**config.mk**
```make
export PLATFORM = sky130hd
export DESIGN_NAME = shift_add_mult
export DESIGN_NICKNAME = d
export VERILOG_FILES = /design/src/rtl/shift_add_mult_pkg.sv /design/src/rtl/mult_datapath.sv /design/src/rtl/shift_add_mult.sv
export SDC_FILE = /design/constraint.sdc
export NUM_CORES = 1
export LEC_CHECK = 0
export BUFFER_PORTS_ARGS = -buffer_cell sky130_fd_sc_hd__clkbuf_2
export CORE_AREA = 2 2 61 63
export CTS_BUF_LIST = sky130_fd_sc_hd__clkbuf_16
export CTS_CLUSTER_SIZE = 20
export DETAILED_ROUTE_END_ITERATION = 10
export DIE_AREA = 0 0 63 65
export SLEW_MARGIN = 20
export SYNTH_ARGS = -nofsm -noshare
export SYNTH_HDL_FRONTEND = slang
export SYNTH_HIERARCHICAL = 1
export SYNTH_SLANG_ARGS = --single-unit
export TNS_END_PERCENT = 10
```
**constraint.sdc**
```tcl
create_clock -name clk -period 3.3 [get_ports clk]
set_input_delay 0.99 -clock clk [delete_from_list [all_inputs] [get_ports clk]]
set_output_delay 0.99 -clock clk [all_outputs]
set_load 0.03 [all_outputs]
```
**src/rtl/shift_add_mult_pkg.sv**
```systemverilog
// Shared definitions for the shift-and-add multiplier: state encoding and count sizing.
// Optional signed operation is enabled with SHIFT_ADD_MULT_SIGNED_EN (see mult_datapath).
package shift_add_mult_pkg;

    typedef logic [1:0] state_t;

    localparam state_t ST_IDLE = 2'd0;
    localparam state_t ST_CALC = 2'd1;
    localparam state_t ST_DONE = 2'd2;

    // The count must be able to hold WIDTH itself, not just WIDTH-1.
    function automatic int count_width(input int width);
        return $clog2(width + 1);
    endfunction

endpackage

```
**src/rtl/mult_datapath.sv**
```systemverilog
// Accumulator / multiplier-quotient shift datapath for the radix-2 shift-and-add multiplier.
// With SHIFT_ADD_MULT_SIGNED_EN defined, operands are loaded as magnitudes and the result is sign-corrected.
module mult_datapath
    import shift_add_mult_pkg::*;
#(
    parameter int WIDTH = 4
) (
    input  logic               clk,
    input  logic               rst,
    input  logic               ld,
    input  logic               step,
`ifdef SHIFT_ADD_MULT_SIGNED_EN
    input  logic               fix_sign,
`endif
    input  logic [WIDTH-1:0]   a,
    input  logic [WIDTH-1:0]   b,
    output logic [2*WIDTH-1:0] result
);

    logic [WIDTH:0]     acc;
    logic [WIDTH:0]     sum;
    logic [WIDTH:0]     acc_next;
    logic [WIDTH-1:0]   mcand;
    logic [WIDTH-1:0]   mq;
    logic [WIDTH-1:0]   mq_next;
    logic [WIDTH-1:0]   a_load;
    logic [WIDTH-1:0]   b_load;
    logic [2*WIDTH-1:0] raw;

    // The carry out of the add lands in acc[WIDTH] and is shifted back down next step.
    assign sum                 = acc + (mq[0] ? {1'b0, mcand} : '0);
    assign {acc_next, mq_next} = {sum, mq} >> 1;
    assign raw                 = {acc_next[WIDTH-1:0], mq_next};

`ifdef SHIFT_ADD_MULT_SIGNED_EN
    logic sign_neg;

    // -2^(WIDTH-1) negates to itself, which is exactly its unsigned magnitude.
    assign a_load = a[WIDTH-1] ? -a : a;
    assign b_load = b[WIDTH-1] ? -b : b;
    assign result = (fix_sign && sign_neg) ? -raw : raw;

    always_ff @(posedge clk or negedge rst) begin
        if (!rst) begin
            sign_neg <= 1'b0;
        end else if (ld) begin
            sign_neg <= a[WIDTH-1] ^ b[WIDTH-1];
        end
    end
`else
    assign a_load = a;
    assign b_load = b;
    assign result = raw;
`endif

    always_ff @(posedge clk or negedge rst) begin
        if (!rst) begin
            acc   <= '0;
            mcand <= '0;
            mq    <= '0;
        end else if (ld) begin
            acc   <= '0;
            mcand <= a_load;
            mq    <= b_load;
        end else if (step) begin
            acc   <= acc_next;
            mq    <= mq_next;
        end
    end

endmodule

```
**src/rtl/shift_add_mult.sv**
```systemverilog
// Sequential radix-2 shift-and-add multiplier: controller FSM, step counter and product register.
// Define SHIFT_ADD_MULT_SIGNED_EN for two's-complement operands; default build is unsigned.
module shift_add_mult
    import shift_add_mult_pkg::*;
#(
    parameter int WIDTH = 4
) (
    input  logic               clk,
    input  logic               rst,
    input  logic               start,
    input  logic [WIDTH-1:0]   a,
    input  logic [WIDTH-1:0]   b,
    output logic               busy,
    output logic               done,
    output logic [2*WIDTH-1:0] product
);

    localparam int CW = count_width(WIDTH);

    state_t             state;
    state_t             state_next;
    logic [CW-1:0]      count;
    logic               ld;
    logic               step;
    logic               last;
    logic [2*WIDTH-1:0] result;

    always_ff @(posedge clk or negedge rst) begin
        if (!rst) begin
            state <= ST_IDLE;
        end else begin
            state <= state_next;
        end
    end

    always_comb begin
        state_next = state;
        case (state)
            ST_IDLE: if (start) state_next = ST_CALC;
            ST_CALC: if (count == CW'(1)) state_next = ST_DONE;
            ST_DONE: state_next = ST_IDLE;
            default: state_next = ST_IDLE;
        endcase
    end

    always_comb begin
        ld   = 1'b0;
        step = 1'b0;
        busy = 1'b0;
        done = 1'b0;
        case (state)
            ST_IDLE: ld = start;
            ST_CALC: begin
                step = 1'b1;
                busy = 1'b1;
            end
            ST_DONE: begin
                busy = 1'b1;
                done = 1'b1;
            end
            default: ;
        endcase
    end

    // The final step's shifted value is captured directly, so product is ready as DONE begins.
    assign last = step && (count == CW'(1));

    always_ff @(posedge clk or negedge rst) begin
        if (!rst) begin
            count <= '0;
        end else if (ld) begin
            count <= CW'(WIDTH);
        end else if (step) begin
            count <= count - CW'(1);
        end
    end

    always_ff @(posedge clk or negedge rst) begin
        if (!rst) begin
            product <= '0;
        end else if (last) begin
            product <= result;
        end
    end

    mult_datapath #(
        .WIDTH(WIDTH)
    ) u_datapath (
        .clk      (clk),
        .rst      (rst),
        .ld       (ld),
        .step     (step),
`ifdef SHIFT_ADD_MULT_SIGNED_EN
        .fix_sign (last),
`endif
        .a        (a),
        .b        (b),
        .result   (result)
    );

endmodule

```
* Word level (Yosys, flattened, before mapping)
Cells that the tools add are included. Widths: inputs -> output; s select.
Storage, ports and cells: output and inout port bits 10, bits in registers 26, word-level logic and storage cells 32
Operators by class: $add $sub $neg 2, reduce and logical (&&, ||, !) cells 5, eq/ne operators 5, mux-type cells 14
Operators with widths (number):
- $mux 4 | 3
- $mux 5 | 2
- $mux 3 | 2
- $add 5x5->5 | 1
- $mux 1 | 4
- $mux 2 | 2
- $ne 2x2->1 const B | 2
- $pmux 2 s2 | 1
- $eq 3x1->1 const B | 1
- $sub 3x1->3 const B | 1
- $eq 2x1->1 const B | 1
- $eq 2x2->1 const B | 1
- $logic_not 2->1 | 1
- $reduce_and 2->1 | 1
- $reduce_bool 2->1 | 1
- $reduce_or 2->1 | 1
- $logic_and 1x1->1 | 1

* Logic depth before layout (Yosys ltp)
word-level depth 4, depth in mapped cells 8, mapped depth without buffers 8

* Hierarchy
Netlist, hierarchy kept.
Modules (own cells, without submodules):
- mult_datapath | cells an instance 68, instances 1, area an instance 704.4 um^2
- shift_add_mult | cells an instance 47, instances 1, area an instance 630.6 um^2

* Worst setup path after synthesis
Ideal clock, no wire load.
path kind flip-flop to output port, start reg state[0], end out busy, stages on the path, launching flop included 3, path slack 1472 ps, required time 2310 ps, data arrival time 838 ps, buffers on the path 0, path through dfrtp_1 -> inv_1 -> ha_1
On the way: cells in the longest elaborated chain, start to end 3, elaborated cells on any way between the ends 4
RTL lines:
- start: declaration | line shift_add_mult.sv:20 | state_t state;
- start signal: assignment | line shift_add_mult.sv:32 | state <= state_next;
- $eq 2x1->1 or $eq 2x2->1 (tied branches) | line shift_add_mult.sv:51 | case (state)
- $reduce_or 2->1 (no source line) (*)
- $mux 1 (*) | line shift_add_mult.sv:51
- end: declaration | line shift_add_mult.sv:13 | output logic busy,
Mark *: on every way between the ends. The rest lies on a longest branch, timed or not.

* Worst setup path in the final report
Ends and elaborated chain as after synthesis.

==> metrics.md <==
| Metric | Value |
|---|---|
| Vias/cell | `approximately 4.7` |
| Largest net degree at the start of global routing | `26` |
| Max-cap violations | `0` |
| Area contributors post-synth | `dfrtp_1, mux2_2, ha_1, mux2i_1, inv_1` |
| Clk buf depth | `2` |
| Post-CTS Setup Bufs | `0` |
| Rel. slew slack | `46.53%` |
| RSZ-0062 raised after global routing | `no` |
| Multi-input gate area | `616.8 µm²` |
| Final Skew | `between 0.002 and 0.0025 ns` |
| PostCTS Resize Cnt | `0` |
| Hold Vio Cnt, Final | `0` |
| Grt total ovfl | `0` |
| Count leader, synth | `dfrtp_1` |
| Synthesized area | `about 1300 µm²` |
| Chip width | `63 µm` |
| Root Driver | `clkbuf_16` |
| Cell taking the most area after synthesis | `dfrtp_1` |
| CP required | `2.31 ns` |
| R2R cell count | `4` |
| Critical path arrival | `1.18 ns` |
| Synth top area share | `a little under half` |
| Post-synthesis cell count | `roughly 120` |
| Initial Utilization | `38.19%` |
| Worst-skew pair later-pin latency | `0.26 ns` |
| I/O Pins | `21` |
| Initial antenna violation count | `0` |
| PwrDens | `1014 nW/µm²` |
| Worst-Margin Slew | `around 0.80 ns` |
| Placer Congestion | `between 0.6 and 0.7` |
| Sequential share of the synthesized area | `between 40% and 50%` |
| Synth top cells by count | `dfrtp_1, mux2_2, ha_1, inv_1, nand2_1` |
| Setup ws final | `1.132 ns` |
| Dpl cells | `between 150 and 200` |
| Timing-limited maximum frequency | `461.2 MHz` |
| Status | `finished clean` |
| Fill cells | `about 340` |
| Initial DRC count | `18` |
| DRC errors left | `0` |
| Final worst-path cycle share | `between 60 and 70%` |
| CTS clk-pin slew, worst paths | `approximately 0.06 ns` |
| Pwr Total | `between 1.5 and 2 mW` |
| Setup TNS | `0 ns` |
| Pins over their slew limit | `0` |
| Syn. warnings | `6` |
| Setup-failing EPs final | `0` |
| Setup slack at placement | `between 1 and 1.5 ns` |
| Share of the core filled with cells | `43.45%` |
| Worst hold margin | `around 0.50 ns` |
| Placed Area | `between 1000 and 1500 µm²` |
| Layout Cells excl Fill | `180` |
| Die Area | `a little over 4000 µm²` |
| DR vias | `roughly 840` |
| Hpwl dp | `approximately 1500 µm` |
| Kind of critical path | `reg2out` |
| Finished Cell Area | `approximately 1500 µm²` |
| Syn nets | `137` |
| Die height | `between 60 and 70 µm` |
| I/O Buffers | `20` |
| TritonCTS clock tree | `yes` |
| Total CTS buffers | `3` |
| FFs w/ async S/R, synth | `100.0%` |
| Hold path depth | `1` |
| Post-CTS Hold Buffers | `0` |
| EDFF count, synth | `0` |
| #FFs+latches synth | `25` |
| CTS sink count | `25` |
| Syn_area_per_cell | `around 12 µm²` |
| Antenna-violating nets left | `0` |
| Type of origin of the critical path | `register` |
| Crit path max fanout | `3` |
| Final min period | `between 2 and 2.5 ns` |
| Area occupied by registers | `625.6 µm²` |
| Synthesis-to-layout area growth | `13.78%` |
| Final Net Count | `between 150 and 200` |
| Drt wl/cell | `about 12 µm` |
| Number of distinct library cells after synthesis | `28` |
| First-pass GRT wire length | `between 3000 and 4000 µm` |
| Share of cells above drive strength 1 | `29.55%` |
| Gr usage total | `12.01%` |
| Crit path capture type | `output pin` |
| DR pass1 iterations | `3` |
| Drt total wl | `2158 µm` |
| Ant diodes | `0` |
| Number of global-route vias before repair | `836` |
| Core footprint | `roughly 3500 µm²` |
| Maximum VDD drop | `between 0.0003 and 0.0004 V` |
| Hold/Removal Path Class | `reg2reg` |
| Leakage power | `0.7809 nW` |
| Row count | `22` |
| Main synth FF type | `dfrtp_1` |
| CTS H-tree depth | `1` |
==> placed cells by master (no fill, tap or decap), types with 2 or more instances in the layout <==
master and n:
ha_1 10, nor2b_1 2, nand2_1 8, o21ai_1 4, mux2i_1 6, xnor2_1 2
clkbuf_2 20, dfrtp_1 25, o21ai_0 2, a21oi_1 3, inv_1 11, mux2_2 14
clkbuf_16 3, nor2_1 6, and2_1 4
==> final timing paths <==
kind                               to  slack, ns       start
max in group asynchronous    count[2]       2.16         rst
hold / removal             product[4]       0.50  product[4]
min in group asynchronous    state[0]       0.74         rst
setup / recovery                 busy       1.13    state[0]
setup reg to reg           product[3]       1.39    state[1]
hold reg to reg            product[4]       0.50  product[4]
==> state kept, by name, summed over array words and instances (netlist names) <==
name	count
u_datapath/mq	4
count	3
product	8
u_datapath/mcand	4
state	2
u_datapath/acc	4
==> critical path, stage by stage (launching register included) <==
cell and delay [ns]:
dfrtp_1 0.37, inv_1 0.08, ha_1 0.28, clkbuf_2 0.19
==> report_power, final <==
group	total, mW	internal, mW	leakage [nW]	switching [mW]
clock network	0.263	0.162	0.0423	0.101
registers	0.527	0.448	0.314	0.0798
logic	0.750	0.320	0.425	0.430
total	1.54	0.930	0.781	0.611
==> logic make-up (layout without fill, tap and decap cells) <==
group | after synthesis | count (layout) | share of synthesized area [%]
AO/OA/AOI/OAI | 14 | 14 | 6.935
XOR/XNOR | 3 | 3 | 1.968
adder cells (fa/ha/maj) | 11 | 11 | 10.87
buffers and inverters | 17 | 34 | 6.935
flip-flops | 25 | 25 | 46.86
multiplexers | 20 | 20 | 16.31
AND/OR/NAND/NOR | 25 | 25 | 10.12
==> routing by layer <==
metal	up-vias	global-route usage (%)	part of all wire, %
li1	417	-	-
met3	4	2.431	2.6
met2	13	19.81	49
met5	-	0	0
met1	404	14.71	46
met4	0	6.667	2.2
==> area by class of cell <==
class | instances | area share (%)
clock buffers | 3 | 4.942
flip-flops and latches | 25 | 41.19
inverters | 10 | 2.471
repair buffers | 20 | 6.590
multi-input cells | 73 | 40.61
well taps | 48 | 3.954
clock inverters | 1 | 0.2471
Power figures use the tool's default switching activity.
